`src/rtl/sync_fifo_ext_if.sv`:
```
// Handshake and status bundle for sync_fifo_ext. The producer/consumer side uses
// the master modport, and the FIFO uses the slave modport.
interface sync_fifo_ext_if #(
   parameter int WIDTH_DATA = 8,
   parameter int ADDR_WIDTH = 4
);
   logic                  i_flush;
   logic [WIDTH_DATA-1:0] i_data_in;
   logic                  i_push;
   logic                  i_pop;
   logic [WIDTH_DATA-1:0] o_data_out;
   logic                  o_valid;
   logic [ADDR_WIDTH:0]   o_count;
   logic                  o_empty;
   logic                  o_full;
   logic                  o_almost_empty;
   logic                  o_almost_full;
   logic                  o_overflow;
   logic                  o_underflow;

   modport master (
      output i_flush, i_data_in, i_push, i_pop,
      input  o_data_out, o_valid, o_count, o_empty, o_full,
             o_almost_empty, o_almost_full, o_overflow, o_underflow
   );

   modport slave (
      input  i_flush, i_data_in, i_push, i_pop,
      output o_data_out, o_valid, o_count, o_empty, o_full,
             o_almost_empty, o_almost_full, o_overflow, o_underflow
   );
endinterface

```
`src/rtl/sync_fifo_ext.sv`:
```
// Parametrised single-clock FIFO with selectable show-ahead or registered read, occupancy
// and threshold flags, synchronous flush, and overflow/underflow error pulses.
module sync_fifo_ext #(
   parameter int WIDTH_DATA = 8,
   parameter int ADDR_WIDTH = 4,
   parameter int AFULL_THR  = (2 ** ADDR_WIDTH) - 2,
   parameter int AEMPTY_THR = 2,
   parameter int FWFT       = 1
) (
   input logic           i_clk,
   input logic           i_rst_n,
   sync_fifo_ext_if.slave bus
);
   localparam int DEPTH = 2 ** ADDR_WIDTH;
   localparam logic [ADDR_WIDTH:0] FULL_CNT   = (ADDR_WIDTH + 1)'(DEPTH);
   localparam logic [ADDR_WIDTH:0] AFULL_CNT  = (ADDR_WIDTH + 1)'(AFULL_THR);
   localparam logic [ADDR_WIDTH:0] AEMPTY_CNT = (ADDR_WIDTH + 1)'(AEMPTY_THR);

   logic [WIDTH_DATA-1:0] mem [DEPTH];
   logic [ADDR_WIDTH-1:0] wr_ptr;
   logic [ADDR_WIDTH-1:0] rd_ptr;
   logic [ADDR_WIDTH:0]   count;
   logic                  overflow;
   logic                  underflow;
   logic                  empty;
   logic                  full;
   logic                  push_ok;
   logic                  pop_ok;
   logic [WIDTH_DATA-1:0] rd_data;
   logic                  rd_valid;

   assign empty = (count == '0);
   assign full  = (count == FULL_CNT);

   // A pop frees a slot in the same cycle, so a full FIFO still accepts push+pop together.
   assign pop_ok  = bus.i_pop & ~empty;
   assign push_ok = bus.i_push & (~full | pop_ok);

   // Pointer, occupancy and error-pulse state; flush clears it all without raising errors.
   always_ff @(posedge i_clk or negedge i_rst_n) begin
      if (!i_rst_n) begin
         wr_ptr    <= '0;
         rd_ptr    <= '0;
         count     <= '0;
         overflow  <= 1'b0;
         underflow <= 1'b0;
      end else if (bus.i_flush) begin
         wr_ptr    <= '0;
         rd_ptr    <= '0;
         count     <= '0;
         overflow  <= 1'b0;
         underflow <= 1'b0;
      end else begin
         if (push_ok) wr_ptr <= wr_ptr + 1'b1;
         if (pop_ok)  rd_ptr <= rd_ptr + 1'b1;
         case ({push_ok, pop_ok})
            2'b10:   count <= count + 1'b1;
            2'b01:   count <= count - 1'b1;
            default: count <= count;
         endcase
         overflow  <= bus.i_push & ~push_ok;
         underflow <= bus.i_pop & ~pop_ok;
      end
   end

   // Storage is deliberately left unreset; only accepted pushes outside flush and reset write it.
   always_ff @(posedge i_clk) begin
      if (i_rst_n && !bus.i_flush && push_ok) mem[wr_ptr] <= bus.i_data_in;
   end

   generate
      if (FWFT != 0) begin : g_fwft
         assign rd_valid = ~empty;
         assign rd_data  = empty ? '0 : mem[rd_ptr];
      end else begin : g_registered
         logic [WIDTH_DATA-1:0] data_q;
         logic                  valid_q;

         // Registered read port: data is captured on an accepted pop and held otherwise.
         always_ff @(posedge i_clk or negedge i_rst_n) begin
            if (!i_rst_n) begin
               data_q  <= '0;
               valid_q <= 1'b0;
            end else if (bus.i_flush) begin
               valid_q <= 1'b0;
            end else if (pop_ok) begin
               data_q  <= mem[rd_ptr];
               valid_q <= 1'b1;
            end else begin
               valid_q <= 1'b0;
            end
         end

         assign rd_valid = valid_q;
         assign rd_data  = data_q;
      end
   endgenerate

   assign bus.o_data_out     = rd_data;
   assign bus.o_valid        = rd_valid;
   assign bus.o_count        = count;
   assign bus.o_empty        = empty;
   assign bus.o_full         = full;
   assign bus.o_almost_empty = (count <= AEMPTY_CNT);
   assign bus.o_almost_full  = (count >= AFULL_CNT);
   assign bus.o_overflow     = overflow;
   assign bus.o_underflow    = underflow;
endmodule
```
`src/flat_wrapper.sv`:
```
// flat-port wrapper written by rule: the top's interface ports become plain ports
module sync_fifo_ext_flat 
#(
   parameter int WIDTH_DATA = 8,
   parameter int ADDR_WIDTH = 4,
   parameter int AFULL_THR  = (2 ** ADDR_WIDTH) - 2,
   parameter int AEMPTY_THR = 2,
   parameter int FWFT       = 1
)
  (i_clk, i_rst_n, bus_i_flush, bus_i_data_in, bus_i_push, bus_i_pop, bus_o_data_out, bus_o_valid, bus_o_count, bus_o_empty, bus_o_full, bus_o_almost_empty, bus_o_almost_full, bus_o_overflow, bus_o_underflow);
  sync_fifo_ext_if #(.WIDTH_DATA(WIDTH_DATA), .ADDR_WIDTH(ADDR_WIDTH)) bus_i ();
  input logic i_clk;
  input logic i_rst_n;
  input wire logic [$bits(bus_i.i_flush)-1:0] bus_i_flush;
  input wire logic [$bits(bus_i.i_data_in)-1:0] bus_i_data_in;
  input wire logic [$bits(bus_i.i_push)-1:0] bus_i_push;
  input wire logic [$bits(bus_i.i_pop)-1:0] bus_i_pop;
  output wire logic [$bits(bus_i.o_data_out)-1:0] bus_o_data_out;
  output wire logic [$bits(bus_i.o_valid)-1:0] bus_o_valid;
  output wire logic [$bits(bus_i.o_count)-1:0] bus_o_count;
  output wire logic [$bits(bus_i.o_empty)-1:0] bus_o_empty;
  output wire logic [$bits(bus_i.o_full)-1:0] bus_o_full;
  output wire logic [$bits(bus_i.o_almost_empty)-1:0] bus_o_almost_empty;
  output wire logic [$bits(bus_i.o_almost_full)-1:0] bus_o_almost_full;
  output wire logic [$bits(bus_i.o_overflow)-1:0] bus_o_overflow;
  output wire logic [$bits(bus_i.o_underflow)-1:0] bus_o_underflow;
  assign bus_i.i_flush = bus_i_flush;
  assign bus_i.i_data_in = bus_i_data_in;
  assign bus_i.i_push = bus_i_push;
  assign bus_i.i_pop = bus_i_pop;
  assign bus_o_data_out = bus_i.o_data_out;
  assign bus_o_valid = bus_i.o_valid;
  assign bus_o_count = bus_i.o_count;
  assign bus_o_empty = bus_i.o_empty;
  assign bus_o_full = bus_i.o_full;
  assign bus_o_almost_empty = bus_i.o_almost_empty;
  assign bus_o_almost_full = bus_i.o_almost_full;
  assign bus_o_overflow = bus_i.o_overflow;
  assign bus_o_underflow = bus_i.o_underflow;
  sync_fifo_ext #(.WIDTH_DATA(WIDTH_DATA), .ADDR_WIDTH(ADDR_WIDTH), .AFULL_THR(AFULL_THR), .AEMPTY_THR(AEMPTY_THR), .FWFT(FWFT)) u_core (.i_clk(i_clk), .i_rst_n(i_rst_n), .bus(bus_i));
endmodule
```
`config.mk`:
```
export PLATFORM = sky130hd
export DESIGN_NAME = sync_fifo_ext_flat
export DESIGN_NICKNAME = d
export VERILOG_FILES = /design/src/rtl/sync_fifo_ext_if.sv /design/src/rtl/sync_fifo_ext.sv /design/src/flat_wrapper.sv
export SDC_FILE = /design/constraint.sdc
export NUM_CORES = 1
export LEC_CHECK = 0
export ABC_AREA = 1
export CORE_MARGIN = 2
export CORE_UTILIZATION = 35
export CTS_BUF_LIST = sky130_fd_sc_hd__clkbuf_4 sky130_fd_sc_hd__clkbuf_8
export DETAILED_ROUTE_END_ITERATION = 12
export GPL_TIMING_DRIVEN = 0
export PLACE_DENSITY_LB_ADDON = 0.2
export SETUP_SLACK_MARGIN = 0.3
export SLEW_MARGIN = 20
export SYNTH_ARGS = -nofsm -noshare
export SYNTH_HDL_FRONTEND = slang
export SYNTH_SLANG_ARGS = --single-unit
```
`constraint.sdc`:
```
create_clock -name i_clk -period 4.4 [get_ports i_clk]
set_input_delay 0.88 -clock i_clk [delete_from_list [all_inputs] [get_ports i_clk]]
set_output_delay 0.88 -clock i_clk [all_outputs]
set_load 0.02 [all_outputs]
```
---- Word-level counts from Yosys, hierarchy flattened ----
Memories as Yosys holds them, arrays and structs flattened.
Index checks and enable logic that the tools add are counted.
word-level totals
  input bits .............................. 13
  bits in writable memories ............... 128
  bits in registers ....................... 15
  memories kept ........................... 1
  logic and storage cells ................. 42
  output and inout port bits .............. 20
operators by class
  $add $sub $neg .......................... 4
  equality and inequality tests ........... 3
  multiplexer cells ....................... 11
  reductions and logical operators ........ 7
  magnitude comparators ................... 2
  bitwise operators ....................... 9
memories
  memory      depth  bits a word  rd ports  clocked after memory_dff  write ports  line                 RTL
  u_core.mem  16     8            1         0                         1            sync_fifo_ext.sv:19  logic [WIDTH_DATA-1:0] mem [DEPTH];
operators by type and width
  kind                 number
  $mux 4               4
  $pmux 5 s2           1
  $add 4x1->4 const B  2
  $mux 8               1
  $add 5x1->5 const B  1
  $eq 5x5->1 const B   1
  $ge 5x4->1 const B   1
  $le 5x2->1 const B   1
  $logic_not 5->1      1
  $mux 5               1
  $sub 5x1->5 const B  1
  $and 1x1->1          4
  $mux 1               4
  $not 1->1            4
  $reduce_bool 2->1    2
  $reduce_bool 3->1    1
  $eq 2x1->1 const B   1
  $eq 2x2->1 const B   1
  $logic_and 1x1->1    2
  $logic_not 1->1      1
  $or 1x1->1           1

---- Logic depth before layout (Yosys ltp) ----
Gate-level depths: netlist of run 1.
  depth in word-level cells ............... 8
  mapped depth ............................ 13
  mapped depth without buffers ............ 13

---- Worst setup path after synthesis of run 1 ----
No wires, ideal clock.
  path type ............................... flip-flop to output port
  start ................................... reg u_core.count[0] (netlist: u_core.bus.o_count[0])
  end ..................................... out bus_o_almost_empty
  stages on the path, launching flop included .. 2
  setup slack ............................. 1.835 ns
  arrival time ............................ 1.685 ns
  buffers on the path ..................... 0
  data required time ...................... 3.520 ns
  path through ............................ dfrtp_1 a2111oi_0
on the way
  longest elaborated chain between the ends .. 1
RTL lines
  what                    line                  RTL
  from (decl)             sync_fifo_ext.sv:22   logic [ADDR_WIDTH:0] count;
  from (signal assigned)  sync_fifo_ext.sv:57   2'b10: count <= count + 1'b1;
  from (signal assigned)  sync_fifo_ext.sv:58   2'b01: count <= count - 1'b1;
  from (signal assigned)  sync_fifo_ext.sv:59   default: count <= count;
  $le 5x2->1              sync_fifo_ext.sv:104  assign bus.o_almost_empty = (count <= AEMPTY_CNT);
  to (decl)               flat_wrapper.sv:23    output wire logic [$bits(bus_i.o_almost_empty)-1:0] bus_o_almost_empty;
Every way passes these cells.

---- Final worst setup path of run 1 ----
  start ................................... reg u_core.rd_ptr[0]
  end ..................................... out bus_o_data_out[0]
on the way
  longest elaborated chain between the ends .. 2
RTL lines
  what                    line                 RTL
  from (decl)             sync_fifo_ext.sv:21  logic [ADDR_WIDTH-1:0] rd_ptr;
  from (signal assigned)  sync_fifo_ext.sv:55  if (pop_ok) rd_ptr <= rd_ptr + 1'b1;
  $mem_v2 16x8            -
  $mux 8                  sync_fifo_ext.sv:74  assign rd_data = empty ? '0 : mem[rd_ptr];
  to (decl)               flat_wrapper.sv:18   output wire logic [$bits(bus_i.o_data_out)-1:0] bus_o_data_out;
Every way passes these cells.

==> metrics.log, run 1 <==
[metrics] crit-path max FO: 10
[metrics] number of buffers on the longest clock path: 2
[metrics] source of the critical timing path: u_core.rd_ptr[0]$_DFFE_PN0P_
[metrics] Worst Reg-to-Reg Cells: 9
[metrics] sequential cell area fraction in the yosys report: about two thirds
[metrics] fin. max-slew vios: 0
[metrics] global routing met3 resource utilization: 3.97%
[metrics] antenna cells: 0
[metrics] relative contribution of the clock network to total power: ~28%
[metrics] Clock Skew: around 14 ps
[metrics] global-route total usage across every layer: 18.2%
[metrics] Hold Violations, Final: 0
[metrics] timing endpoint of the critical path: bus_o_data_out[0]
[metrics] detailed-route DRC error count: 0
[metrics] number of cells on the critical path: 9
[metrics] type of the worst setup path: reg -> out
[metrics] dominant delay contributor by cell family on the critical path: buffers and inverters
[metrics] met2 GRT Util: a little under a third
[metrics] Worst R2R Setup Slack: 1880 ps
[metrics] detailed-routing iteration count for the pre-antenna-repair pass: 4
[metrics] maximum number of pins on one net before global-route repair: 17
[metrics] initial antenna violation count: 0
[metrics] critical register-to-register path endpoint: u_core.mem[11][0]$_DFFE_PP_
[metrics] post-synthesis average cell area: 10.8 um^2
[metrics] cells along the critical path: buf_2, buf_2, nand2_1, nand3_1, nand3_1, nand2_1, nand2_1, a21oi_1, clkdlybuf4s50_1
[metrics] via count of the first global-routing pass: approximately 4,200
[metrics] pre-CTS worst setup slack: between 800 and 900 ps
[metrics] peak clock frequency supported by timing: roughly 270 MHz
[metrics] result of the run: completed
[metrics] slowest library cell on the worst path: sky130_fd_sc_hd__clkdlybuf4s50_1
[metrics] post-DR wirelength/cell: 18.5 um
[metrics] initial core utilization: between 30% and 40%
[metrics] Area Growth Syn to Fin: 16.4%
[metrics] most frequent cells in the layout: 202 x sky130_fd_sc_hd__nand2_1, 128 x sky130_fd_sc_hd__edfxtp_1, 114 x sky130_fd_sc_hd__nand3_1, 32 x sky130_fd_sc_hd__clkdlybuf4s50_1
[metrics] syn_nets: between 500 and 600
[metrics] horizontal extent of the die: around 140 um
[metrics] Worst Setup Slack, final: 715 ps
[metrics] worst stage delay on the critical path: around 650 ps
[metrics] final critical path time including I/O delays and setup: 3690 ps
[metrics] number of buffers inserted during clock tree synthesis: 17
[metrics] cell at the root of the clock tree: sky130_fd_sc_hd__clkbuf_8
[metrics] number of fillers in the final layout: around 1,600
[metrics] Cell Rows: 48
[metrics] global routing's busiest layer: met2
[metrics] internal power consumption: roughly 2500 uW
[metrics] Yosys warnings: 0
[metrics] final setup fails: 0
[metrics] Resized Gates After CTS: 0
[metrics] CTS H-tree lvls: 4
[metrics] gpl congestion: just over 0.8
[metrics] remaining max-slew budget at the tightest pin: between 20% and 30%
[metrics] first-pass GRT wire length: 24.3 mm
[metrics] WP data required: 3520 ps
[metrics] #FFs+latches synth: approximately 140
[metrics] met1 usage: between 20% and 30%
[metrics] area inside the core boundary: about 17,000 um^2
[metrics] die area: about 19,000 um^2
[metrics] actual transition at the worst max-transition pin: between 1000 and 1500 ps
[metrics] Post CTS Setup Buffer Count: 0
[metrics] Mapped Area: 6230 um^2
[metrics] TritonCTS clock tree: yes
[metrics] Post-CTS Hold Fix Bufs: 0
[metrics] number of nets in the final layout: 648
[metrics] share of the cycle needed by the critical path after routing: ~84%
[metrics] type of the tightest min-delay check: reg -> reg
[metrics] hold path start: u_core.wr_ptr[1]$_DFFE_PN0P_
[metrics] clock latency at the later pin of the worst-skew pair: around 450 ps
[metrics] ports placed on the boundary: 33
[metrics] Static Leak: between 0.002 and 0.003 uW
[metrics] number of buffers and inverters on the critical path: 3
[metrics] relative contribution of combinational cells to total power: roughly 33%
[metrics] summed negative setup slack over all endpoints: 0 ps
[metrics] first-iteration detailed-routing DRC count: 369
[metrics] number of distinct library cell variants in the gate-level netlist after synthesis: 29
[metrics] power density cells: roughly 540 nW/um^2
[metrics] routed via count: between 4,000 and 5,000
[metrics] Reg2Reg Launch Point: u_core.bus.o_count[1]$_DFFE_PN0P_
[metrics] most common cell after layout, fill and taps aside: sky130_fd_sc_hd__nand2_1
[metrics] nature of the critical path startpoint: register
[metrics] largest voltage drop on the vdd net: around 0.33 mV
[metrics] fraction of layout cells with a size suffix above 1: 10.3%
[metrics] kind of end point of the critical path: primary output
[metrics] Vias/cell: roughly 5.0
[metrics] number of antenna-violating nets in the routed design: 0
[metrics] number of sinks on the clock net: 143
[metrics] grt ovf: 0
[metrics] post-detailed-placement half-perimeter wirelength: 11.0 mm
[metrics] clk slew on worst S/H paths: roughly 80 ps
[metrics] IO Port Bufs: 32
[metrics] RSZ-0062 raised after global routing: no
[metrics] number of instances in the synthesized netlist: ~580
[metrics] max-cap violation count: 0
[metrics] Sw Pwr: 1360 uW
[metrics] most common cell type on the critical path: sky130_fd_sc_hd__nand2_1
[metrics] signal arrival time at the worst endpoint: 2810 ps
[metrics] sequential cell fraction of total power: 39.8%
[metrics] aggregate routed wire length: about 16 mm
[metrics] Die Y-Extent: between 100 and 150 um
[metrics] Switching Fraction: between 30% and 40%
-- power groups by stage --
stage | Sequential (uW) | Clock, uW | Combinational (uW)
6_report | 1550 | 1080 | 1270
3_3_place_gp | 1580 | 0 | 1260
5_1_grt | 1560 | 1150 | 1390
2_1_floorplan | 1590 | 0 | 746
4_1_cts | 1550 | 1100 | 1280
3_5_place_dp | 1580 | 0 | 1270
-- final cells by class --
cell class	instances	area, um^2	area share [%]
flip-flops and latches	143	4220	58.2
inverters	23	86.3	1.19
clock inverters	10	139	1.92
well taps	225	282	3.88
multi-input cells	383	1790	24.8
repair buffers	32	320	4.42
clock buffers	22	278	3.83
plain buffers	26	129	1.78
-- logic make-up (layout without fill, tap and decap cells) --
kind of cell | after synthesis | count (layout) | share of synthesized area [%]
AO/OA/AOI/OAI | 20 | 20 | 1.77
XOR/XNOR | 4 | 4 | 0.563
buffers and inverters | 49 | 113 | 3.46
adder cells (fa/ha/maj) | 9 | 9 | 1.93
AND/OR/NAND/NOR | 350 | 350 | 24.5
flip-flops | 143 | 143 | 67.7
-- per-stage QoR --
stage	power, uW	std cells	area [um^2]	util (%)	hold slack (ps)
floorplan	2340	575	6230	-	546
global placement	2840	832	6830	39.4	577
detailed placement	2850	832	6830	39.4	603
CTS	3930	864	7250	41.8	623
global route	4100	864	7250	41.8	645
finish	3910	864	7250	41.8	610
-- registers in the layout (all words and copies together) (netlist names) --
register / cells
u_core.rd_ptr: 4
u_core.mem: 128
u_core.bus.o_count: 5
u_core.bus.o_overflow: 1
u_core.bus.o_underflow: 1
u_core.wr_ptr: 4
-- metal layers --
layer,wire length (um),vias to the layer above
met5,0,-
met4,323,0
met3,699,24
met2,7940,123
met1,7040,2054
li1,-,2078
-- synthesized netlist by cell type (all sizes together) --
cell type  number  area, um^2
edfxtp        128        3840
nand3         117         601
ha              8         100
inv            19        71.3
o21ai           5        25.0
clkbuf          5        18.8
xor2            2        17.5
nand2         206         793
nor2           24         118
a21oi          13        68.8
buf            21         110
clkinv          4        15.0
a2111oi         1        8.76
nor3            2        10.0
fa              1        20.0
xnor2           2        17.5
nand3b          1        7.51
o31ai           1        7.51
dfrtp          15         375
-- worst reg2reg max path, stage by stage (launching register included) --
cell and delay (ps):
sky130_fd_sc_hd__dfrtp_1 500, sky130_fd_sc_hd__nor2_2 100, sky130_fd_sc_hd__nand3_2 110, sky130_fd_sc_hd__inv_2 50
sky130_fd_sc_hd__nand2_2 90, sky130_fd_sc_hd__nand2_4 90, sky130_fd_sc_hd__nor2_4 120, sky130_fd_sc_hd__nand2_4 90
sky130_fd_sc_hd__buf_6 190, sky130_fd_sc_hd__nor2_1 790
-- how the worst min path moves through the flow --
stage / end / slack, ps / cells past startpoint
2_1_floorplan: u_core.wr_ptr[1]$_DFFE_PN0P_ / 550 / 2
3_3_place_gp: u_core.wr_ptr[1]$_DFFE_PN0P_ / 580 / 2
3_5_place_dp: u_core.wr_ptr[1]$_DFFE_PN0P_ / 600 / 2
4_1_cts: u_core.wr_ptr[1]$_DFFE_PN0P_ / 620 / 2
5_1_grt: u_core.wr_ptr[1]$_DFFE_PN0P_ / 650 / 2
6_report: u_core.wr_ptr[1]$_DFFE_PN0P_ / 610 / 2
Note: power is estimated with default switching activity, not from simulation.
==> run 2: changes to the inputs <==
clock period = 3.8 ns   (was 4.4 ns; I/O delays follow)
==> run 2 against run 1 <==
Against the previous run:
- power is 15% higher
- sequential share of layout area down 0.10 points
- final cell count unchanged
- hold slack about the same
- via count fell by 0.44%
- cell area up 0.17%
- clock power increased by 16%
- setup slack lost 170 ps
==> metrics.log, run 2 (synthesized netlist as in run 1, its figures left out) <==
[metrics] result of the run: completed
[metrics] relative contribution of combinational cells to total power: 32.2% (-0.3 points)
[metrics] type of the tightest min-delay check: reg -> reg
[metrics] via count of the first global-routing pass: 4,214 (+0.095%)
[metrics] number of fillers in the final layout: 1,628 (-0.43%)
[metrics] pre-CTS worst setup slack: 398 ps (-480 ps)
[metrics] largest voltage drop on the vdd net: 0.368 mV (+12%)
[metrics] number of sinks on the clock net: 143 (unchanged)
[metrics] met1 usage: 23.1% (unchanged)
[metrics] detailed-route DRC error count: 0 (unchanged)
[metrics] global routing met3 resource utilization: 3.97% (unchanged)
[metrics] actual transition at the worst max-transition pin: 1020 ps (-35.8 ps)
[metrics] Vias/cell: 4.93 (-0.44%)
[metrics] IO Port Bufs: 32 (unchanged)
[metrics] Area after DPL: 6830 um^2 (unchanged)
[metrics] most frequent cells in the layout: 202 x sky130_fd_sc_hd__nand2_1, 128 x sky130_fd_sc_hd__edfxtp_1, 114 x sky130_fd_sc_hd__nand3_1, 24 x sky130_fd_sc_hd__clkdlybuf4s50_1
[metrics] clk slew on worst S/H paths: 80 ps (about the same)
[metrics] Sw Pwr: 1570 uW (+15%)
[metrics] kind of end point of the critical path: primary output
[metrics] global-route total usage across every layer: 18.2% (about the same)
[metrics] aggregate routed wire length: 16.0 mm (about the same)
[metrics] share of the cycle needed by the critical path after routing: between 80% and 90%
[metrics] number of nets in the final layout: 648 (unchanged)
[metrics] post-DR wirelength/cell: 18.5 um (about the same)
[metrics] TritonCTS clock tree: yes
[metrics] crit-path max FO: 10 (unchanged)
[metrics] die area: 18,900 um^2 (unchanged)
[metrics] gpl congestion: 0.807 (unchanged)
[metrics] number of antenna-violating nets in the routed design: 0 (unchanged)
[metrics] maximum number of pins on one net before global-route repair: 17 (unchanged)
[metrics] remaining max-slew budget at the tightest pin: 31.8% (+2.4 points)
[metrics] type of the worst setup path: reg -> out
[metrics] Area Growth Syn to Fin: 16.6%
[metrics] clock latency at the later pin of the worst-skew pair: 450 ps (about the same)
[metrics] Clock Skew: 13.4 ps (-0.577 ps)
[metrics] most common cell after layout, fill and taps aside: sky130_fd_sc_hd__nand2_1
[metrics] horizontal extent of the die: 137 um (unchanged)
[metrics] fin. max-slew vios: 0 (unchanged)
[metrics] RSZ-0062 raised after global routing: no
[metrics] WP data required: 3040 ps (-480 ps)
[metrics] CTS H-tree lvls: 4 (unchanged)
[metrics] global routing's busiest layer: met2
[metrics] first-pass GRT wire length: 24.4 mm (+0.11%)
[metrics] routed via count: 4,260 (-0.44%)
[metrics] initial core utilization: 35.9% (unchanged)
[metrics] Final Cell Area: 7260 um^2 (+0.17%)
[metrics] first-iteration detailed-routing DRC count: 374 (+1.4%)
[metrics] antenna cells: 0 (unchanged)
[metrics] post-detailed-placement half-perimeter wirelength: 11.0 mm (unchanged)
[metrics] Hold Violations, Final: 0 (unchanged)
[metrics] signal arrival time at the worst endpoint: 2500 ps (-310 ps)
[metrics] final setup fails: 0 (unchanged)
[metrics] cell at the root of the clock tree: sky130_fd_sc_hd__clkbuf_8
[metrics] Worst Setup Slack, final: 541 ps (-174 ps)
[metrics] fraction of layout cells with a size suffix above 1: 10.5% (+0.16 points)
[metrics] final critical path time including I/O delays and setup: 3260 ps
[metrics] initial antenna violation count: 0 (unchanged)
[metrics] Switching Fraction: 34.9% (+0.077 points)
[metrics] power density cells: 620 nW/um^2 (+15%)
[metrics] Cell Rows: 48 (unchanged)
[metrics] max reg flops: 128 (unchanged)
[metrics] area inside the core boundary: 17,400 um^2 (unchanged)
[metrics] Post CTS Setup Buffer Count: 0 (unchanged)
[metrics] max-cap violation count: 0 (unchanged)
[metrics] internal power consumption: 2930 uW (+15%)
[metrics] number of buffers inserted during clock tree synthesis: 17 (unchanged)
[metrics] grt ovf: 0 (unchanged)
[metrics] Die Y-Extent: 137 um (unchanged)
[metrics] Static Leak: 0.00278 uW (+2.5%)
[metrics] Largest Register: u_core.mem
[metrics] sequential cell fraction of total power: 40.0% (+0.2 points)
[metrics] peak clock frequency supported by timing: between 300 and 400 MHz
[metrics] ports placed on the boundary: 33 (unchanged)
[metrics] detailed-routing iteration count for the pre-antenna-repair pass: 4 (unchanged)
[metrics] number of buffers on the longest clock path: 2 (unchanged)
[metrics] met2 GRT Util: 30.6% (+0.055 points)
[metrics] summed negative setup slack over all endpoints: 0 ps (unchanged)
[metrics] relative contribution of the clock network to total power: 27.8% (about the same)
[metrics] nature of the critical path startpoint: register
run 2: changes by cell type in the layout (fill, tap and decap cells not counted), sizes merged:
cell	previous run	this run
dlygate4sd2	0	5
dlymetal6s2s	0	3
clkdlybuf4s50	32	24
run 2: area by class of cell:
class | instances | area [um^2] | share of cell area, %
repair buffers | 32 | 322 | 4.43
multi-input cells | 383 | 1790 | 24.7
inverters | 23 | 86.3 | 1.19
clock inverters | 10 | 139 | 1.91
clock buffers | 22 | 278 | 3.83
well taps | 225 | 282 | 3.88
plain buffers | 26 | 140 | 1.93
flip-flops and latches | 143 | 4220 | 58.1
run 2: worst max-delay path, cell delays in order, from the launching register on:
cell,delay [ps]
sky130_fd_sc_hd__dfrtp_1,410
sky130_fd_sc_hd__inv_1,100
sky130_fd_sc_hd__buf_4,190
sky130_fd_sc_hd__buf_2,260
sky130_fd_sc_hd__nand2_1,80
sky130_fd_sc_hd__nand3_1,70
sky130_fd_sc_hd__nand3_1,150
sky130_fd_sc_hd__nand2_1,130
sky130_fd_sc_hd__nand2_1,70
sky130_fd_sc_hd__a21oi_1,210
sky130_fd_sc_hd__dlygate4sd2_1,360
run 2: through the flow:
stage	util (%)	hold WS (ps)	total power, uW	cells
floorplan	-	464	2710	575
detailed placement	39.4	603	3300	832
global route	41.8	645	4730	864
finish	41.8	610	4500	864
global placement	39.4	577	3290	832
CTS	41.8	623	4540	864
run 2: path summary, 6_finish.rpt:
kind,start,end,slack [ps],depth (start not counted)
hold reg to reg,u_core.wr_ptr[1]$_DFFE_PN0P_,u_core.wr_ptr[1]$_DFFE_PN0P_,610,2
max in group asynchronous,i_rst_n,u_core.bus.o_count[2]$_DFFE_PN0P_,2420,1
min in group asynchronous,i_rst_n,u_core.bus.o_overflow$_DFF_PN0_,820,1
setup / recovery,u_core.rd_ptr[0]$_DFFE_PN0P_,bus_o_data_out[0],540,10
setup reg to reg,u_core.bus.o_count[1]$_DFFE_PN0P_,u_core.mem[11][0]$_DFFE_PP_,1320,9
hold / removal,u_core.wr_ptr[1]$_DFFE_PN0P_,u_core.wr_ptr[1]$_DFFE_PN0P_,610,2
run 2: power by group through the flow:
stage	combinational (uW)	sequential, uW	clock, uW
6_report	1450	1800	1250
2_1_floorplan	864	1840	0
3_3_place_gp	1460	1830	0
5_1_grt	1590	1810	1330
3_5_place_dp	1470	1830	0
4_1_cts	1460	1800	1280
run 2: layer usage:
metal,vias to the layer above,part of all wire (%)
li1,2073,-
met1,2051,43
met2,120,51
met3,16,4.9
met4,0,1.5
met5,-,0
run 2: repair_timing:
item	in CTS	in global routing
resized for setup	10	3
setup endpoints to repair	7	3
hold buffers	0	0
==> run 3: changes to the inputs <==
ABC_CLOCK_PERIOD_IN_PS = 3800   (was unset)
==> results of run 3 <==
Same layout as run 2: the final DEF is identical, and so are final timing and power.
